**src/rtl/uart_rx_fifo.sv**
```systemverilog
// Receive-side byte buffer behind the UART receiver: captures strobed bytes into a
// circular FIFO and presents them first-word-fall-through with level and sticky overflow.
module uart_rx_fifo #(
  parameter int DATA_WIDTH = 8,
  parameter int DEPTH      = 16,
  parameter int ADDR_WIDTH = 4
) (
  input  logic                  i_clk,
  input  logic                  i_reset_n,
  input  logic                  i_rxStrobe,
  input  logic [DATA_WIDTH-1:0] i_rxByte,
  output logic [DATA_WIDTH-1:0] o_data,
  output logic                  o_valid,
  input  logic                  i_ready,
  output logic [ADDR_WIDTH:0]   o_count,
  output logic                  o_full,
  output logic                  o_empty,
  output logic                  o_overflow,
  input  logic                  i_clearOverflow
);

  localparam logic [ADDR_WIDTH:0]   CNT_DEPTH = (ADDR_WIDTH+1)'(DEPTH);
  localparam logic [ADDR_WIDTH:0]   CNT_ONE   = (ADDR_WIDTH+1)'(1);
  localparam logic [ADDR_WIDTH-1:0] PTR_ONE   = ADDR_WIDTH'(1);

  logic [DATA_WIDTH-1:0] mem_q [DEPTH];
  logic [ADDR_WIDTH-1:0] wr_ptr_q, wr_ptr_d;
  logic [ADDR_WIDTH-1:0] rd_ptr_q, rd_ptr_d;
  logic [ADDR_WIDTH:0]   count_q, count_d;
  logic                  overflow_q, overflow_d;
  logic                  rd_evt, wr_evt, ovf_evt;

  // A read frees a slot in the same cycle, so a full FIFO still accepts a strobe then.
  always_comb begin
    rd_evt  = (count_q != '0) && i_ready;
    wr_evt  = i_rxStrobe && ((count_q != CNT_DEPTH) || rd_evt);
    ovf_evt = i_rxStrobe && (count_q == CNT_DEPTH) && !rd_evt;

    wr_ptr_d = wr_evt ? wr_ptr_q + PTR_ONE : wr_ptr_q;
    rd_ptr_d = rd_evt ? rd_ptr_q + PTR_ONE : rd_ptr_q;

    case ({wr_evt, rd_evt})
      2'b10:   count_d = count_q + CNT_ONE;
      2'b01:   count_d = count_q - CNT_ONE;
      default: count_d = count_q;
    endcase

    // Set beats clear so a drop in the clearing cycle is still reported.
    if (ovf_evt)              overflow_d = 1'b1;
    else if (i_clearOverflow) overflow_d = 1'b0;
    else                      overflow_d = overflow_q;
  end

  always_ff @(posedge i_clk) begin
    if (!i_reset_n) begin
      wr_ptr_q   <= '0;
      rd_ptr_q   <= '0;
      count_q    <= '0;
      overflow_q <= 1'b0;
    end else begin
      wr_ptr_q   <= wr_ptr_d;
      rd_ptr_q   <= rd_ptr_d;
      count_q    <= count_d;
      overflow_q <= overflow_d;
    end
  end

  // Storage is never cleared; a strobe coincident with reset is dropped.
  always_ff @(posedge i_clk) begin
    if (i_reset_n && wr_evt) begin
      mem_q[wr_ptr_q] <= i_rxByte;
    end
  end

  assign o_valid    = (count_q != '0);
  assign o_empty    = (count_q == '0);
  assign o_full     = (count_q == CNT_DEPTH);
  assign o_count    = count_q;
  assign o_overflow = overflow_q;
  assign o_data     = o_valid ? mem_q[rd_ptr_q] : '0;

endmodule
```
**config.mk**
```make
export PLATFORM = sky130hd
export DESIGN_NAME = uart_rx_fifo
export DESIGN_NICKNAME = d
export VERILOG_FILES = /design/src/rtl/uart_rx_fifo.sv
export SDC_FILE = /design/constraint.sdc
export NUM_CORES = 1
export LEC_CHECK = 0
export ABC_AREA = 1
export CAP_MARGIN = 0
export CORE_ASPECT_RATIO = 0.7
export CORE_UTILIZATION = 60
export CTS_CLUSTER_DIAMETER = 200
export DETAILED_ROUTE_END_ITERATION = 12
export PLACE_DENSITY = 0.79
export SETUP_SLACK_MARGIN = 0.2
export SYNTH_ARGS = -nofsm -noshare
export SYNTH_HDL_FRONTEND = slang
export SYNTH_SLANG_ARGS = --single-unit
```
**constraint.sdc**
```tcl
create_clock -name i_clk -period 2.3 [get_ports i_clk]
set_input_delay 0.23 -clock i_clk [delete_from_list [all_inputs] [get_ports i_clk]]
set_output_delay 0.23 -clock i_clk [all_outputs]
set_load 0.005 [all_outputs]
```
Word-level counts from Yosys, hierarchy flattened:

Memories as Yosys holds them, arrays and structs flattened. A register that Yosys moved wholly into a read port is not among the register bits.
Index checks and enable logic that the tools add are counted.

* bits in registers: 14
* bits in latches: 0
* RAM bits: 128
* bits in read-only memories: 0
* input port bits: 13
* output and inout port bits: 17
* logic and storage cells: 32
* memories: 1

* add/subtract/negate cells: 4
* $mul: 0
* div/mod/pow operators: 0
* $lt $le $gt $ge: 0
* equality and inequality tests: 4
* shift-type cells: 0
* muxes and demuxes: 8
* bitwise gates (word level): 0
* reduce and logical (&&, ||, !) cells: 11

Memory list
* mem_q: words 16, width 8, rd ports 1, clocked after memory_dff 1, write ports 1, RTL line 26 `logic [DATA_WIDTH-1:0] mem_q [DEPTH];`

Operators with widths (count)
* $pmux W5 S2: 1
* $add A4 B1 Y4 const B: 2
* $mux W4: 2
* $mux W8: 1
* $add A5 B1 Y5 const B: 1
* $eq A5 B5 Y1 const B: 1
* $logic_and A1 B1 Y1: 5
* $logic_not A5 Y1: 1
* $ne A5 B5 Y1 const B: 1
* $reduce_bool A5 Y1: 1
* $sub A5 B1 Y5 const B: 1
* $mux W1: 4
* $reduce_bool A2 Y1: 2
* $eq A2 B1 Y1 const B: 1
* $eq A2 B2 Y1 const B: 1
* $logic_not A1 Y1: 1
* $logic_or A1 B1 Y1: 1

Longest topological paths before layout:

Gate-level depths: netlist (run 1).

* depth after elaboration: 7
* mapped depth: 17
* gate-level depth less buffers: 17

Least setup slack after synthesis (run 1):

Ideal clock, no wire load.

* path type: flip-flop to flip-flop
* from: register count_q[0], in the netlist o_count[0]
* to: register count_q[2], in the netlist o_count[2]
* library setup time: 115 ps
* arrival time: 1977 ps
* data required time: 2185 ps
* setup slack: 208 ps
* cell stages (with the launch flop): 15
* buffers on the path: 1
* period minus slack after synthesis: 2092 ps
* cells stage by stage: dfxtp_1 -> nor2_2 -> nand4_2 -> nand2_2 -> buf_4 -> ha_1 -> nand2_1 -> inv_1 -> nor2_1 -> ha_1 -> inv_1 -> nand2_1 -> xor2_1 -> o21ai_0 -> inv_1

* longest elaborated chain between the ends: 6
* elaborated cells between the ends (all ways): 11
* classes of those cells: add/sub (2); eq/ne (3); mux (1); reduce/logical (5)

Ends and longest elaborated chain
* start, declared: RTL line 29 `logic [ADDR_WIDTH:0] count_q, count_d;`
* start signal, assigned: RTL line 63 `count_q <= count_d;`
* $reduce_bool A5 Y1: RTL line 35 `rd_evt = (count_q != '0) && i_ready;`
* $logic_and A1 B1 Y1: RTL line 35
* $logic_or A1 B1 Y1: RTL line 36 `wr_evt = i_rxStrobe && ((count_q != CNT_DEPTH) || rd_evt);`
* $logic_and A1 B1 Y1: RTL line 36
* $eq A2 B1 Y1 / $eq A2 B2 Y1 (equally long branches): RTL line 42 `case ({wr_evt, rd_evt})`
* $pmux W5 S2 / $reduce_bool A2 Y1 (equally long branches)

Parallel ways exist; a longest one is shown, timed or not.
A chain may end at the register's enable or synchronous reset.

==> results.toml, run 1 <==
[timing]
period_share_pct = 97.3
drv_slew = 0
rsz0062_at_grt = "yes"
worst_pin_slew_ns = 0.714
whs_ns = 0.448
fin_crit_ns = 2.24
relSlewSlack_pct = 52.2
max_freq_mhz = 447
setup_viol = 0
finClkSkew_ns = 0.00691
final-hold-violation-count = 0

[global_route]
grt_pass1_wl_mm = 23.6
busiest_layer = "met2"
grt_max_degree = 33
grt_overflow = 0
gr-usage-met1_pct = 43.6
first_global_vias = 4367
use_met3_pct = 7.72
use_met2_pct = 47.6
antenna_found_initial = 0
grt_usage_pct = 31.5

[clocking]
cts_buffers = 17
cts_tree = "done"
ctsHoldBuffers = 0
clk_latency_ns = 0.42
clock_path_buffers = 2
cts_root_buf = "clkbuf_16"
cts.sinks = 146
ctsHtreeMaxLevel = 4
clk_pin_slew_ns = 0.06

[logic_synthesis]
synth_compound_area_share_pct = 2.43
synth_commonest_cells = "184 x nand2_1, 128 x edfxtp_1, 111 x nand3_1"
synth_top_family_by_area = "simple AND/OR/NAND/NOR gates"
ys_seq_area_share_pct = 67.9
async_flop_share_pct = 0
synthAdderAreaFrac_pct = 1.62
synth_top_area_share_pct = 62.1
synth_seq_cells = 146
synth.avg_cell_area_um2 = 10.9
synth_xor_area_share_pct = 0.566
synth_fp_nets = 590
synth_most_common_cell = "nand2_1"
yosys-mux-area-fraction_pct = 0
synth_area_leaders = "edfxtp_1 62%, nand2_1 11%, nand3_1 9.0%"
synth_edf_count = 128
synthSimpleGateAreaFrac_pct = 22.9
synthFlopType = "edfxtp_1"
syn-cell-area_um2 = 6190
ys_types = 24
syn_inst = 569
synth_largest_area_cell = "edfxtp_1"
synth_warnings = 0

[finish]
nNetsFinal = 676
synthToLayoutAreaGrowth_pct = 28.9
fillers = 496
n_antenna_cell = 0
drive_gt1_share_pct = 23.4

[floorplanning]
die_h_um = 87.0
core_region_area_um2 = 9870
die_x_um = 123
die_area_um2 = 10700
row_count = 30
io-pin-count = 30
start_util_pct = 62.7

[power_and_ir_drop]
p_per_area_nw_per_um2 = 1130
peakVddDrop_mv = 0.638
fin_total_pwr_mw = 9.03
p_leak_nw = 3.07

[route]
drt_iter0_drc = 725
vias_per_cell = 6.22
wl_per_cell_um = 22.0
num_vias = 4948
drc = 0
routed_wl_mm = 17.5
ant_nets = 0
drt_first_pass_iters = 8

[worst_setup_path]
required_ns = 2.07
end_kind = "output pin"
path_cells = "inv_8, buf_6, buf_6, buf_16, buf_6, nand2_2, nand3_2, nand3_2, nand2_1, nand2_1, a21oi_2, buf_2"
arrival_ns = 2.01
crit_buf_inv = 6
worst_path_max_delay_cell = "dfxtp_4"
critPathKind = "reg -> out"
max_stage_delay_ns = 0.39
r2r-start = "o_count[2]$_SDFFE_PN0P_"
startpoint_type = "register"
crit_family = "buffers and inverters"
worstPathMaxFanout = 6
crit_top_cell = "buf_6"

[min_path]
hp-start = "i_clearOverflow"
hold_class = "in -> reg"

[flow_run]
max-cap-violations = 0

[placed_design]
hpwl_mm = 8.89
io_buffers = 29
gp_congestion = 0.932

[outcome]
status = "finished clean"
==> cells by family (layout without fill, tap and decap cells) <==
| group | after synthesis | in the layout |
|---|---|---|
| and+or+nand+nor | 327 | 327 |
| DFF | 146 | 146 |
| buffers and inverters | 54 | 153 |
| AOI/OAI and AO/OA | 30 | 30 |
| adders and majority gates | 8 | 8 |
| xor gates and xnor gates | 4 | 4 |
==> cell usage in the layout (no fill, tap or decap), types with 10 or more instances in the layout <==
cell,count
dfxtp_1,11
edfxtp_1,128
nand3_2,18
nor3_1,12
clkbuf_16,23
clkdlybuf4s50_1,21
buf_4,37
a21oi_1,13
nor2_1,10
inv_1,25
nand2_1,174
nand2_2,12
nand3_1,94
==> state kept, by name, indices dropped and copies added, names as in the netlist, named ones only <==
signal,cells
o_overflow,1
rd_ptr_q,4
wr_ptr_q,4
mem_q,128
o_count,5
==> worst reg2reg max path: stages, from the launching register on <==
cell and delay [ns]:
dfxtp_2 0.35, nor2_4 0.17, buf_4 0.14, nand4_2 0.09
nand2_2 0.11, ha_4 0.14, nand2_1 0.05, inv_1 0.08
nor2_2 0.04, ha_1 0.17, inv_1 0.05, nand2_1 0.08
xor2_1 0.17, o21ai_0 0.15, inv_1 0.06
==> final timing paths <==
path	end	slack, ns	cells past startpoint
setup / recovery	o_data[3]	0.06	12
hold / removal	o_overflow$_SDFFE_PN0P_	0.45	4
setup reg to reg	o_count[2]$_SDFFE_PN0P_	0.35	14
hold reg to reg	o_overflow$_SDFFE_PN0P_	0.47	2
==> cell type report <==
cell class                 count  area [um^2]  share of cell area, %
clock inverter                15          118                   1.47
tap                          128          160                   2.01
clock buffer                  17          425                   5.33
sequential                   146         4220                   52.8
multi-input combinational    369         1880                   23.5
timing repair buffer          93         1070                   13.4
inverter                      28          118                   1.47
==> where the power goes <==
part / internal [mW] / switching, mW
Clock: 1.47 / 1.08
Sequential: 3.00 / 0.145
Combinational: 1.50 / 1.83
==> layer usage <==
| layer | vias to the layer above | part of all wire (%) |
|---|---|---|
| met3 | 73 | 12 |
| met5 | - | 0 |
| met4 | 0 | 3.6 |
| met2 | 412 | 47 |
| li1 | 2149 | - |
| met1 | 2314 | 37 |
==> stage by stage <==
step	std cells	TNS (ns)	setup slack, ns	utilization (%)	cell area (um^2)
6_report	796	0	0.0611	80.8	7980
5_1_grt	796	-0.00435	-0.00435	80.8	7980
4_1_cts	783	0	0.0751	77.2	7620
3_5_place_dp	733	0	0.162	68.2	6740
3_3_place_gp	733	0	0.188	68.2	6740
2_1_floorplan	569	0	0.208	-	6190
==> what timing repair did <==
action / in CTS / in global routing
buffers inserted: 13 / 6
setup endpoints to repair: 9 / 14
pin swaps: 7 / 23
gates cloned: 5 / 7
gates resized for setup: 52 / 55
Note: power is estimated with default switching activity, not from simulation.
==> run 2, diff against run 1 <==
--- a/config.mk
+++ b/config.mk
@@ -11,7 +11,8 @@
 export CORE_UTILIZATION = 60
 export CTS_CLUSTER_DIAMETER = 200
 export DETAILED_ROUTE_END_ITERATION = 12
-export PLACE_DENSITY = 0.79
+export DONT_BUFFER_PORTS = 1
+export PLACE_DENSITY = 0.76
 export SETUP_SLACK_MARGIN = 0.2
 export SYNTH_ARGS = -nofsm -noshare
 export SYNTH_HDL_FRONTEND = slang
==> run 2 against run 1 <==
Net effect: via count is 7.0% lower; non-clock buffer count shrank 43; worst setup slack improved by 0.17 ns; core utilization fell by 5.3 points; die area did not move; total power shrank 5.0%; critical path depth grew 2; combinational power decreased by 28%; first-iteration DRC count down 23%; routed wire length down 7.8%; sequential share of layout area rose by 3.8 points; maximum frequency grew 8.4%.
==> results.toml, run 2 (synthesis results as in run 1) <==
[clocking]
cts.sinks = 146
clk_pin_slew_ns = 0.06
ctsHtreeMaxLevel = 4
cts_buffers = 17
clk_latency_ns = 0.42
clock_path_buffers = 2
cts_root_buf = "clkbuf_16"
cts_tree = "done"

[global_route]
grt_overflow = 0
grt_usage_pct = 30.1
antenna_found_initial = 0
grt_pass1_wl_mm = 22.8
grt_max_degree = 43
first_global_vias = 4272

[finish]
final_common_cell = "nand2_1"
drive_gt1_share_pct = 15.8
nNetsFinal = 634
n_antenna_cell = 0
synthToLayoutAreaGrowth_pct = 20.4
fillers = 589
largest_reg_flops = 128
final_cell_mix = "182 x nand2_1, 128 x edfxtp_1, 109 x nand3_1, 30 x buf_4, 21 x inv_1"
regMostFlops = "mem_q"

[floorplanning]
die_x_um = 123
die_area_um2 = 10700
die_h_um = 87.0
start_util_pct = 62.7
io-pin-count = 30
core_region_area_um2 = 9870
row_count = 30

[timing]
fin_crit_ns = 2.07
period_share_pct = 89.8
finClkSkew_ns = 0.00755
max_freq_mhz = 484
drv_slew = 0
relSlewSlack_pct = 53.0
worst_pin_slew_ns = 0.703
setup_tns_ns = 0
final-hold-violation-count = 0
rsz0062_at_grt = "yes"
setup_viol = 0

[placed_design]
hpwl_mm = 8.92
io_buffers = 0
gp_congestion = 0.872

[route]
num_vias = 4600
routed_wl_mm = 16.2
ant_nets = 0
drc = 0
vias_per_cell = 6.10
drt_first_pass_iters = 7
wl_per_cell_um = 21.4
drt_iter0_drc = 558

[worst_setup_path]
critPathKind = "reg -> reg"
startpoint_type = "register"
arrival_ns = 2.37
worstPathMaxFanout = 9
required_ns = 2.61
rr_worst_depth = 14
end_kind = "register"

[min_path]
hold_class = "in -> reg"
min_path_cells = 3

[power_and_ir_drop]
p_leak_nw = 2.80
p_per_area_nw_per_um2 = 1150
fin_total_pwr_mw = 8.58
peakVddDrop_mv = 0.960

[flow_run]
max-cap-violations = 0

[outcome]
status = "finished clean"
run 2: area by class of cell:
type | instances | area, um^2 | share of cell area [%]
flip-flops and latches | 146 | 4220 | 56.7
inverters | 28 | 120 | 1.61
multi-input cells | 369 | 1800 | 24.1
clock inverters | 13 | 208 | 2.79
repair inverters | 1 | 7.51 | 0.101
well taps | 128 | 160 | 2.15
repair buffers | 50 | 502 | 6.73
clock buffers | 19 | 433 | 5.81
run 2: final timing paths:
kind / start / endpoint / slack (ns)
worst max register to register: o_count[3]$_SDFFE_PN0P_ / o_count[2]$_SDFFE_PN0P_ / 0.23
worst min register to register: rd_ptr_q[2]$_SDFFE_PN0P_ / register / 0.49
worst min-delay path: i_ready / rd_ptr_q[3]$_SDFFE_PN0P_ / 0.02
worst max-delay path: o_count[3]$_SDFFE_PN0P_ / o_count[2]$_SDFFE_PN0P_ / 0.23
run 2: metal layers:
layer | GRT usage [%] | vias up | part of all wire (%)
li1 | - | 2062 | -
met1 | 42.9 | 2198 | 40
met2 | 43.9 | 294 | 46
met3 | 8.51 | 46 | 11
met4 | 12.2 | 0 | 2.4
met5 | 0 | - | 0
run 2: critical path, cell delays in order (launching register included):
cell and delay (ns):
dfxtp_2 0.35, nor2_4 0.21, nand3_4 0.12, nand2_4 0.10
inv_4 0.06, ha_4 0.18, nand2_2 0.08, inv_2 0.05
nor2_4 0.11, ha_2 0.20, inv_2 0.05, nand2_2 0.08
xor2_1 0.09, o21ai_1 0.20, inv_1 0.07
run 2: timing repair:
action / 4_1_cts / 5_1_grt
hold buffers: 11 / 0
cloned: 1 / 3
resized for setup: 16 / 26
hold endpoints to repair: 141 / 0
buffers inserted: 1 / 9
setup endpoints to repair: 12 / 10
pin swaps: 0 / 11
run 2: per-stage QoR:
| stage | instances | hold slack, ns | area [um^2] | util (%) | setup slack [ns] |
|---|---|---|---|---|---|
| 4_1_cts | 742 | 0.00748 | 7220 | 73.1 | 0.206 |
| 3_5_place_dp | 697 | 0.329 | 6390 | 64.8 | -0.0880 |
| 6_report | 754 | 0.0164 | 7450 | 75.5 | 0.234 |
| 3_3_place_gp | 697 | 0.330 | 6390 | 64.8 | 0.159 |
| 2_1_floorplan | 569 | 0.329 | 6190 | - | 0.208 |
| 5_1_grt | 754 | 0.00937 | 7450 | 75.5 | 0.121 |
run 2: report_power, final:
group	internal [mW]	switching, mW
Combinational	0.842	1.57
Clock	1.93	1.07
Sequential	3.01	0.162
